<file path="config.mk">
export PLATFORM = sky130hd
export DESIGN_NAME = update_dispatcher
export DESIGN_NICKNAME = d
export VERILOG_FILES = /design/src/rtl/update_dispatcher.sv
export SDC_FILE = /design/constraint.sdc
export NUM_CORES = 1
export LEC_CHECK = 0
export ABC_CLOCK_PERIOD_IN_PS = 6450
export CAP_MARGIN = 25
export CORE_MARGIN = 2
export CORE_UTILIZATION = 60
export DETAILED_ROUTE_END_ITERATION = 6
export GPL_ROUTABILITY_DRIVEN = 0
export PLACE_DENSITY = 0.84
export RECOVER_POWER = 100
export SYNTH_ARGS = -nofsm -noshare
export SYNTH_HDL_FRONTEND = slang
export SYNTH_SLANG_ARGS = --single-unit
</file>
<file path="constraint.sdc">
create_clock -name clk -period 6.45 [get_ports clk]
set_input_delay 1.29 -clock clk [delete_from_list [all_inputs] [get_ports clk]]
set_output_delay 1.29 -clock clk [all_outputs]
set_load 0.03 [all_outputs]
</file>
<file path="src/rtl/update_dispatcher.sv">
// update_dispatcher: FIFO-buffered initiator that issues one graph update per container pass
// Ports: clk, reset (sync active-high); host side wr_valid/wr_src/wr_dst/wr_e/wr_ready;
//   container side u_src/u_dst/u_e (held update), container_reset (start pulse), container_done (level);
//   status busy, fifo_count (occupancy), done_count (completed, wraps), drop_count (rejected, saturates).
//   Define COALESCE_EN to merge a write into the newest queued entry with the same (src,dst).
module update_dispatcher #(
  parameter int PRED_W   = 6,
  parameter int WEIGHT_W = 32,
  parameter int DEPTH    = 16,
  parameter int CNT_W    = 16
) (
  input  logic                   clk,
  input  logic                   reset,
  input  logic                   wr_valid,
  input  logic [PRED_W-1:0]      wr_src,
  input  logic [PRED_W-1:0]      wr_dst,
  input  logic [WEIGHT_W-1:0]    wr_e,
  output logic                   wr_ready,
  output logic [PRED_W-1:0]      u_src,
  output logic [PRED_W-1:0]      u_dst,
  output logic [WEIGHT_W-1:0]    u_e,
  output logic                   container_reset,
  input  logic                   container_done,
  output logic                   busy,
  output logic [$clog2(DEPTH):0] fifo_count,
  output logic [CNT_W-1:0]       done_count,
  output logic [CNT_W-1:0]       drop_count
);
  localparam int AW = $clog2(DEPTH);
  localparam logic [AW:0] FULL = (AW+1)'(DEPTH);
  typedef enum logic [1:0] {IDLE, PULSE, ARM, WAIT} state_t;
  state_t state;
  logic [PRED_W-1:0] mem_src [DEPTH];
  logic [PRED_W-1:0] mem_dst [DEPTH];
  logic [WEIGHT_W-1:0] mem_e [DEPTH];
  logic [AW-1:0] head, tail, last;
  logic pop, push, coal;
  assign last = tail - AW'(1);
  assign pop = (state == IDLE) && (fifo_count != '0);
`ifdef COALESCE_EN
  logic tail_match;
  assign tail_match = (fifo_count != '0) && (mem_src[last] == wr_src) && (mem_dst[last] == wr_dst);
  assign wr_ready = ((fifo_count < FULL) || tail_match) && !reset;
  assign coal = wr_valid && tail_match && !(pop && (fifo_count == (AW+1)'(1)));
`else
  assign wr_ready = (fifo_count < FULL) && !reset;
  assign coal = 1'b0;
`endif
  assign push = wr_valid && wr_ready && !coal;
  always_ff @(posedge clk) begin
    if (reset) begin
      head <= '0;
      tail <= '0;
      fifo_count <= '0;
      state <= IDLE;
      u_src <= '0;
      u_dst <= '0;
      u_e <= '0;
      container_reset <= 1'b0;
      busy <= 1'b0;
      done_count <= '0;
      drop_count <= '0;
    end else begin
      if (push) begin
        mem_src[tail] <= wr_src;
        mem_dst[tail] <= wr_dst;
        mem_e[tail] <= wr_e;
        tail <= tail + AW'(1);
      end
      if (coal) mem_e[last] <= wr_e;
      if (pop) head <= head + AW'(1);
      fifo_count <= fifo_count + (AW+1)'(push) - (AW+1)'(pop);
      if (wr_valid && !wr_ready && drop_count != '1) drop_count <= drop_count + CNT_W'(1);
      container_reset <= 1'b0;
      unique case (state)
        IDLE: if (pop) begin
          u_src <= mem_src[head];
          u_dst <= mem_dst[head];
          u_e <= mem_e[head];
          container_reset <= 1'b1;
          busy <= 1'b1;
          state <= PULSE;
        end
        PULSE: state <= ARM;
        ARM: state <= WAIT;
        WAIT: if (container_done) begin
          busy <= 1'b0;
          done_count <= done_count + CNT_W'(1);
          state <= IDLE;
        end
      endcase
    end
  end
endmodule
</file>
==> results of run 1 <==
-- logic make-up (layout without fill, tap and decap cells) --
group                    Yosys count  count (layout)  synth area share, %
multiplexers                     226             226                 14.9
adder cells (fa/ha/maj)           17              17                0.724
AND/OR/NAND/NOR                  189             189                 3.05
flip-flops                       797             797                 75.6
AO/OA/AOI/OAI                    133             133                 3.50
buffers and inverters             98             331                 1.73
XOR/XNOR                          19              19                0.547
other                              0               1                    0
-- final timing paths --
path / start / endpoint / slack, ns / cells past startpoint
min reg2reg: busy / busy / 0.49 / 2
min: busy / busy / 0.49 / 2
max reg2reg: head[0] / u_dst[3] / 1.84 / 6
max: wr_valid / mem_e[13][0] / 1.14 / 5
-- where the power goes --
part           internal (mW)  leakage [nW]  switching [mW]  total [mW]
Sequential              5.81          7.10           0.164        5.97
Clock                   2.78          1.30            1.96        4.74
Combinational           1.39          2.73            1.73        3.13
Total                   9.98          11.1            3.86        13.8
-- worst max-delay path: stages --
cell	delay, ns
dlygate4sd3_1	0.57
nor3b_1	1.39
nand2_1	0.62
nor2_4	0.64
clkbuf_1	1.00
-- registers in the layout (all words and copies together) (netlist names) --
| signal | flops |
|---|---|
| mem_e | 512 |
| mem_dst | 96 |
| mem_src | 96 |
| u_e | 32 |
| done_count | 16 |
| drop_count | 16 |
| u_dst | 6 |
| u_src | 6 |
| fifo_count | 5 |
| head | 4 |
| tail | 4 |
| state | 2 |
| busy | 1 |
| container_reset | 1 |
-- cells in the final DEF (no fill, tap or decap), types with 12 or more instances in the layout --
cell / instances
edfxtp_1: 704
mux4_2: 176
dlygate4sd3_1: 130
dfxtp_1: 91
clkbuf_16: 80
nor2_1: 76
o22ai_1: 44
mux2_2: 41
o221ai_1: 33
clkbuf_1: 28
nand2_1: 20
a21oi_1: 20
inv_1: 17
nand3_1: 17
ha_1: 16
buf_4: 16
nor3_1: 14
xnor2_1: 13
clkinv_2: 13
nor2_4: 12
-- per-layer routing --
metal | vias up | GRT usage (%)
li1 | 6466 | -
met1 | 8279 | 36.9
met2 | 1209 | 46.1
met3 | 188 | 6.69
met4 | 4 | 10.3
met5 | - | 0
-- through the flow --
| step | std cells | utilization [%] | instance area, sq um | setup slack [ns] | power [mW] |
|---|---|---|---|---|---|
| detailed placement | 2235 | 65.0 | 32600 | 1.79 | 9.16 |
| global placement | 2234 | 65.0 | 32500 | 1.89 | 9.09 |
| floorplan | 1479 | - | 30400 | 0.875 | 8.31 |
| finish | 2385 | 70.1 | 35100 | 1.14 | 13.8 |
| CTS | 2379 | 70.3 | 35200 | 2.18 | 13.9 |
| global route | 2384 | 70.1 | 35100 | 1.05 | 14.2 |
-- final cells by class --
type	instances	area [sq um]	share of cell area [%]
antenna	1	2.50	0.00713
clock buffer	103	2170	6.18
clock inverter	41	485	1.38
inverter	17	63.8	0.182
multi-input combinational	584	6920	19.7
sequential	797	23000	65.5
tap	672	841	2.39
timing repair buffer	170	1620	4.62
==> impl_metrics.yaml, run 1 <==
status:
  status: "finished with violations"
  violations: "max-capacitance violations, max-slew violations"
clocking:
  h-tree-depth: 3
  cts_setup_buffers: 0
  cts_tree: "yes"
  cts_resized: 0
  clock_sinks: 797
  clockRootBuffer: "clkbuf_16"
  path_clk_slew_ns: 0.06
  clock_latency_ns: 0.63
  clock_path_buffers: 3
  cts_buffers: 77
  ctsHoldBuffers: 0
route:
  drt_iter0_markers: 2112
  met2_length_um: 37800
  top_layer_used: "met5"
  drcViolationCount: 0
  ant_nets: 0
  drt-pass1-iter-count: 5
  m1WireLength_um: 26300
  avgRoutedWirePerCell_um: 31.2
  met3WireLength_um: 7750
  totalWireLength_um: 74400
  vias: 16100
  drt-vias-per-instance: 6.77
logic_synthesis:
  netlist.area_leader.share_pct: 69.5
  post_synth.cell_area_avg_sq_um: 20.6
  netlist_top_cells_area: "edfxtp_1 69%, mux4_2 13%, dfxtp_1 6.1%"
  synth_edf_count: 704
  netlist_instances: 1479
  yosysWarnings: 0
  synth-seq-cells: 797
  synth_nets: 1544
  synth.most_common_cell: "edfxtp_1"
  async_flop_share_pct: 0
  synth_common_cells: "704 x edfxtp_1, 176 x mux4_2, 93 x dfxtp_1, 88 x nor2_1, 46 x mux2_2"
  yosys.area.top_type: "edfxtp_1"
  ys_seq_area_share_pct: 75.6
  yosysUniqueCellTypes: 49
  synthesis.area_sq_mm: 0.0304
  synth_ff_type: "edfxtp_1"
timing:
  relSlewSlack_pct: -75.2
  clock.fmax_mhz: 188
  worst_slew_pin_slew_ns: 2.63
  fin_hold_ws_ns: 0.494
  finClkSkew_ns: 0.0249
  hold_violations: 0
  min_period_over_period_pct: 82.4
  fin_crit_ns: 5.31
  fin_setup_tns_ns: 0
  rsz0062_at_grt: "no"
  drv_slew: 165
  setup_viol: 0
grt:
  grt_pass1_wl_um: 107000
  grt_use_total_pct: 28.0
  antenna_found_initial: 3
  grt_overflow: 0
  grt_max_degree: 96
  grt_pass1_vias: 16600
floorplan:
  die_h_um: 229
  core_area_sq_mm: 0.0501
  ios: 132
  num_rows: 82
  die_area_sq_mm: 0.0525
  initial_core_util_pct: 60.8
  die_w_um: 229
critical_path:
  cp_max_fo: 17
  critPathKind: "input port to register"
  critPathRequiredTime_ns: 6.68
  startpoint_type: "input port"
  cp.arrival_ns: 5.54
  critical_path.endpoint_type: "register"
worst_hold_path:
  hold_class: "register to register"
finish:
  nets: 1712
  area_growth_pct: 15.4
  fillers: 2871
  drive_above_1_share_pct: 23.2
power_and_ir_drop:
  p_per_area_mw_per_mm2: 394
  ir_drop_uv: 257
  p_leak_nw: 11.1
flow_run:
  drv_cap: 5
placed_design:
  dp_hpwl_um: 37400
  io_buffers: 131
(Power assumes the default switching activity.)
==> run 2, diff against run 1 <==
--- a/config.mk
+++ b/config.mk
@@ -5,13 +5,13 @@
 export SDC_FILE = /design/constraint.sdc
 export NUM_CORES = 1
 export LEC_CHECK = 0
-export ABC_CLOCK_PERIOD_IN_PS = 6450
+export ABC_CLOCK_PERIOD_IN_PS = 4600
 export CAP_MARGIN = 25
 export CORE_MARGIN = 2
-export CORE_UTILIZATION = 60
+export CORE_UTILIZATION = 54
 export DETAILED_ROUTE_END_ITERATION = 6
 export GPL_ROUTABILITY_DRIVEN = 0
-export PLACE_DENSITY = 0.84
+export PLACE_DENSITY = 0.8
 export RECOVER_POWER = 100
 export SYNTH_ARGS = -nofsm -noshare
 export SYNTH_HDL_FRONTEND = slang
==> constraint.sdc (replaced) <==
create_clock -name clk -period 4.6 [get_ports clk]
set_input_delay 0.92 -clock clk [delete_from_list [all_inputs] [get_ports clk]]
set_output_delay 0.92 -clock clk [all_outputs]
set_load 0.03 [all_outputs]
==> run 2 against run 1 <==
  * The flow still finishes with violations (max-capacitance violations, max-slew violations)
  * Hold slack got worse by 0.017 ns
  * First-iteration DRC count decreased by 15%
  * Cell count increased by 3.5%
  * Clock-buffer cell count decreased by 5
  * Clock skew increased by 0.0017 ns
  * Sequential share of layout area decreased by 0.34 points
  * Sequential cell count unchanged
  * Sequential power increased by 41%
  * Die area increased by 11%
  * Critical path type unchanged
==> impl_metrics.yaml, run 2 (synthesized netlist as in run 1, its figures left out) <==
floorplan:
  initial_core_util_pct: 54.3
  die_h_um: 241
  die_w_um: 241
  ios: 132
  num_rows: 87
  die_area_sq_mm: 0.0583
  core_area_sq_mm: 0.0561
finish:
  layout_common_cells: "704 x edfxtp_1, 176 x mux4_2, 130 x dlygate4sd3_1"
  largest_reg_flops: 512
  drive_above_1_share_pct: 23.6
  top_regs: "mem_e (512), mem_dst (96), mem_src (96)"
  regMostFlops: "mem_e"
  design_area_sq_mm: 0.0353
  area_growth_pct: 16.0
  nets: 1711
  layout_commonest_cell: "edfxtp_1"
route:
  vias: 15500
  ant_nets: 0
  avgRoutedWirePerCell_um: 27.6
  drt_iter0_markers: 1789
  drt-vias-per-instance: 6.29
  drcViolationCount: 0
  drt-pass1-iter-count: 5
  totalWireLength_um: 68200
worst_hold_path:
  min-delay-start: "busy"
  whs_endpoint: "busy"
  worstHoldPathCells: 2
  hold_class: "register to register"
timing:
  worst_slew_pin_slew_ns: 2.00
  hold_violations: 0
  clock.fmax_mhz: 272
  min_period_over_period_pct: 79.8
  fin_crit_ns: 3.67
  rsz0062_at_grt: "no"
  finClkSkew_ns: 0.0267
  relSlewSlack_pct: -33.6
  drv_slew: 252
  fin_setup_tns_ns: 0
  setup_viol: 0
critical_path:
  cp.arrival_ns: 3.86
  critPathKind: "input port to register"
  cpPeakStageDelay_ns: 1.23
  critPathRequiredTime_ns: 4.79
  r2r-start: "head[1]"
  r2r_end: "u_src[0]"
  crit_slowest_cell: "clkbuf_2"
  reg2reg_slack_ns: 1.14
  startpoint_type: "input port"
  cp_max_fo: 44
  critical_path.endpoint_type: "register"
  rr_worst_depth: 5
  path_cells: "dlygate4sd3_1, nor3b_1, clkbuf_1, nand2_1, nor2_4, clkbuf_2"
grt:
  grt_overflow: 0
  grt_max_degree: 70
  grt_pass1_wl_um: 102000
  antenna_found_initial: 1
  grt_pass1_vias: 15900
  grt_use_total_pct: 23.9
power_and_ir_drop:
  ir_drop_uv: 465
  p_per_area_mw_per_mm2: 547
  p_leak_nw: 11.1
status:
  status: "finished with violations"
  violations: "max-capacitance violations, max-slew violations"
clocking:
  path_clk_slew_ns: 0.06
  cts_tree: "yes"
  clockRootBuffer: "clkbuf_16"
  clock_path_buffers: 3
  cts_buffers: 77
  ctsHoldBuffers: 0
  h-tree-depth: 3
  cts_resized: 0
  clock_latency_ns: 0.62
  clock_sinks: 797
  cts_setup_buffers: 0
placed_design:
  placed_area_sq_mm: 0.0329
  io_buffers: 131
  dp_hpwl_um: 35000
flow_run:
  drv_cap: 6
run 2: cell type report:
type | count | area, sq um
multi-input cells | 584 | 6960
diodes | 1 | 2.50
repair buffers | 169 | 1660
flip-flops and latches | 797 | 23000
clock buffers | 98 | 2120
fillers | 3611 | 20800
inverters | 17 | 63.8
well taps | 756 | 946
clock inverters | 46 | 538
run 2: worst max-delay path by stage:
stage | from | endpoint | slack (ns) | cells after the start
2_1_floorplan | reset | mem_dst[15][0] | 0.57 | 4
3_5_place_dp | wr_valid | fifo_count[4] | 1.04 | 12
3_3_place_gp | wr_valid | fifo_count[4] | 1.04 | 12
4_1_cts | reset | wr_ready | 1.49 | 4
6_report | wr_valid | mem_e[15][19] | 0.93 | 6
5_1_grt | wr_valid | mem_e[15][25] | 0.74 | 6
run 2: per-stage QoR:
stage | hold slack, ns | utilization, % | instances | power [mW] | setup WS [ns]
2_1_floorplan | 0.492 | - | 1479 | 11.6 | 0.572
3_3_place_gp | 0.462 | 58.6 | 2323 | 12.8 | 1.04
3_5_place_dp | 0.479 | 58.6 | 2323 | 12.9 | 1.04
4_1_cts | 0.485 | 63.4 | 2467 | 19.5 | 1.49
5_1_grt | 0.510 | 63.0 | 2467 | 19.9 | 0.739
6_report | 0.477 | 63.0 | 2468 | 19.3 | 0.928
run 2: where the power goes:
part	switching [mW]	internal, mW
combinational	2.34	1.98
sequential	0.264	8.14
clock	2.69	3.90
total	5.29	14.0
run 2: metal layers:
layer / wire [um] / track usage, %
met1: 25500 / 31.7
met2: 34300 / 39.3
met3: 6630 / 5.41
met4: 1710 / 8.90
met5: 12 / 0
run 2: critical path, delay by kind of cell:
kind | cells | cell delay, ns
buffers and inverters | 3 | 2.19
AND/OR/NAND/NOR | 3 | 0.70
==> run 3, diff against run 2 <==
--- a/config.mk
+++ b/config.mk
@@ -5,7 +5,7 @@
 export SDC_FILE = /design/constraint.sdc
 export NUM_CORES = 1
 export LEC_CHECK = 0
-export ABC_CLOCK_PERIOD_IN_PS = 4600
+export ABC_CLOCK_PERIOD_IN_PS = 3360
 export CAP_MARGIN = 25
 export CORE_MARGIN = 2
 export CORE_UTILIZATION = 54
==> constraint.sdc (replaced) <==
create_clock -name clk -period 3.36 [get_ports clk]
set_input_delay 0.672 -clock clk [delete_from_list [all_inputs] [get_ports clk]]
set_output_delay 0.672 -clock clk [all_outputs]
set_load 0.03 [all_outputs]
==> run 3 against run 2 <==
  * Cell count is 0.85% higher
  * Hold slack better by 0.0047 ns
  * Sequential share of layout area is 0.067 points lower
  * Global-route usage is 0.41 points lower
  * Total power is 36% higher
  * Largest cell class unchanged
  * Routed wire length is 1.5% lower
  * The run still ends with max-capacitance violations, max-slew violations left
  * Clock-buffer cell count is 7 higher
  * Clock power is 32% higher
==> impl_metrics.yaml, run 3 (synthesized netlist as in run 1, its figures left out) <==
timing:
  fin_crit_ns: 3.15
  min_period_over_period_pct: 93.7
  worst_slew_pin_slew_ns: 1.68
  setup_ws_ns: 0.211
  fin_setup_tns_ns: 0
  clock.fmax_mhz: 318
  finClkSkew_ns: 0.0253
  relSlewSlack_pct: -12.3
  fin_hold_ws_ns: 0.481
  rsz0062_at_grt: "no"
  setup_viol: 0
  hold_violations: 0
  drv_slew: 47
finish:
  layout_commonest_cell: "edfxtp_1"
  layout_common_cells: "704 x edfxtp_1, 176 x mux4_2, 129 x dlygate4sd3_1"
  design_area_sq_mm: 0.0353
  final_cells: 2489
  top_regs: "mem_e (512), mem_dst (96), mem_src (96)"
  nets: 1736
  largest_reg_flops: 512
  area_growth_pct: 16.1
  regMostFlops: "mem_e"
  utilization_pct: 63.0
  drive_above_1_share_pct: 25.1
  fillers: 3627
clocking:
  cts_buffers: 79
  cts_resized: 0
  h-tree-depth: 3
  path_clk_slew_ns: 0.06
  ctsHoldBuffers: 0
  cts_tree: "yes"
  cts_setup_buffers: 0
  clockRootBuffer: "clkbuf_16"
  clock_latency_ns: 0.62
  clock_sinks: 797
  clock_path_buffers: 3
floorplan:
  num_rows: 87
  ios: 132
  die_w_um: 241
  initial_core_util_pct: 54.3
  die_h_um: 241
  die_area_sq_mm: 0.0583
  core_area_sq_mm: 0.0561
route:
  drt-vias-per-instance: 6.25
  drt_iter0_markers: 1619
  avgRoutedWirePerCell_um: 27.0
  totalWireLength_um: 67200
  vias: 15600
  drt-pass1-iter-count: 6
  ant_nets: 0
  drcViolationCount: 0
flow_run:
  drv_cap: 1
critical_path:
  cp_max_fo: 10
  path_cells: "dlygate4sd3_1, nor3b_1, clkbuf_1, nand2_1, nor2_1, clkbuf_1"
  cp_common_cell: "clkbuf_1"
  critPathRequiredTime_ns: 3.59
  critical_path.endpoint_type: "register"
  cpPeakStageDelay_ns: 0.65
  critPathKind: "input port to register"
  crit_slowest_cell: "clkbuf_1"
  startpoint_type: "input port"
  cp.arrival_ns: 3.38
grt:
  grt_overflow: 0
  grt_max_degree: 58
  grt_use_total_pct: 23.5
  grt_pass1_wl_um: 100000
  grt_pass1_vias: 16100
  antenna_found_initial: 2
power_and_ir_drop:
  power.share.clock_pct: 33.2
  ir_drop_uv: 621
  p_per_area_mw_per_mm2: 741
  p_leak_nw: 11.2
  power.total_mw: 26.2
  switching_share_pct: 27.4
  power_frac_seq_pct: 43.8
  power.internal_mw: 19.0
  p_switching_mw: 7.17
  combPwrFrac_pct: 22.9
status:
  violations: "max-capacitance violations, max-slew violations"
  status: "finished with violations"
placed_design:
  place_ws_ns: 0.133
  placedCellCount: 2346
  dp_hpwl_um: 36400
  placed_area_sq_mm: 0.0330
  io_buffers: 131
worst_hold_path:
  hold_class: "register to register"
## run 3: cell type report
| class | count | area (sq um) | area share (%) |
|---|---|---|---|
| flip-flops and latches | 797 | 23000 | 65.1 |
| multi-input cells | 584 | 6960 | 19.7 |
| clock buffers | 105 | 2220 | 6.27 |
| repair buffers | 192 | 1790 | 5.05 |
| well taps | 756 | 946 | 2.68 |
| clock inverters | 37 | 353 | 0.999 |
| inverters | 17 | 63.8 | 0.181 |
| diodes | 1 | 2.50 | 0.00708 |
## run 3: path summary, 6_finish.rpt
path	slack (ns)	depth (start not counted)	endpoint	start
worst max-delay path	0.21	6	mem_e[8][11]	wr_valid
worst min-delay path	0.48	2	done_count[15]	done_count[15]
worst max register to register	0.38	12	fifo_count[4]	fifo_count[2]
worst min register to register	0.48	2	done_count[15]	done_count[15]
## run 3: worst max-delay path, delay by kind of cell
kind                   cells  cell delay, ns
AND/OR/NAND/NOR            3            0.98
buffers and inverters      3            1.73
## run 3: layer usage
layer  part of all wire (%)  up-vias  global-route usage, %
met3                    9.1      134                   4.65
met4                    2.7        2                   8.06
met5                  0.019        -                      0
li1                       -     6518                      -
met2                     52      870                   39.8
met1                     37     8030                   30.9
## run 3: power by group through the flow
stage | combinational, mW | clock, mW | sequential (mW)
after floorplan | 3.98 | 0 | 12.0
after global placement | 5.89 | 0 | 11.7
after detailed placement | 6.04 | 0 | 11.7
after CTS | 6.14 | 8.82 | 11.5
after global routing | 6.38 | 9.18 | 11.5
final | 6.00 | 8.71 | 11.5
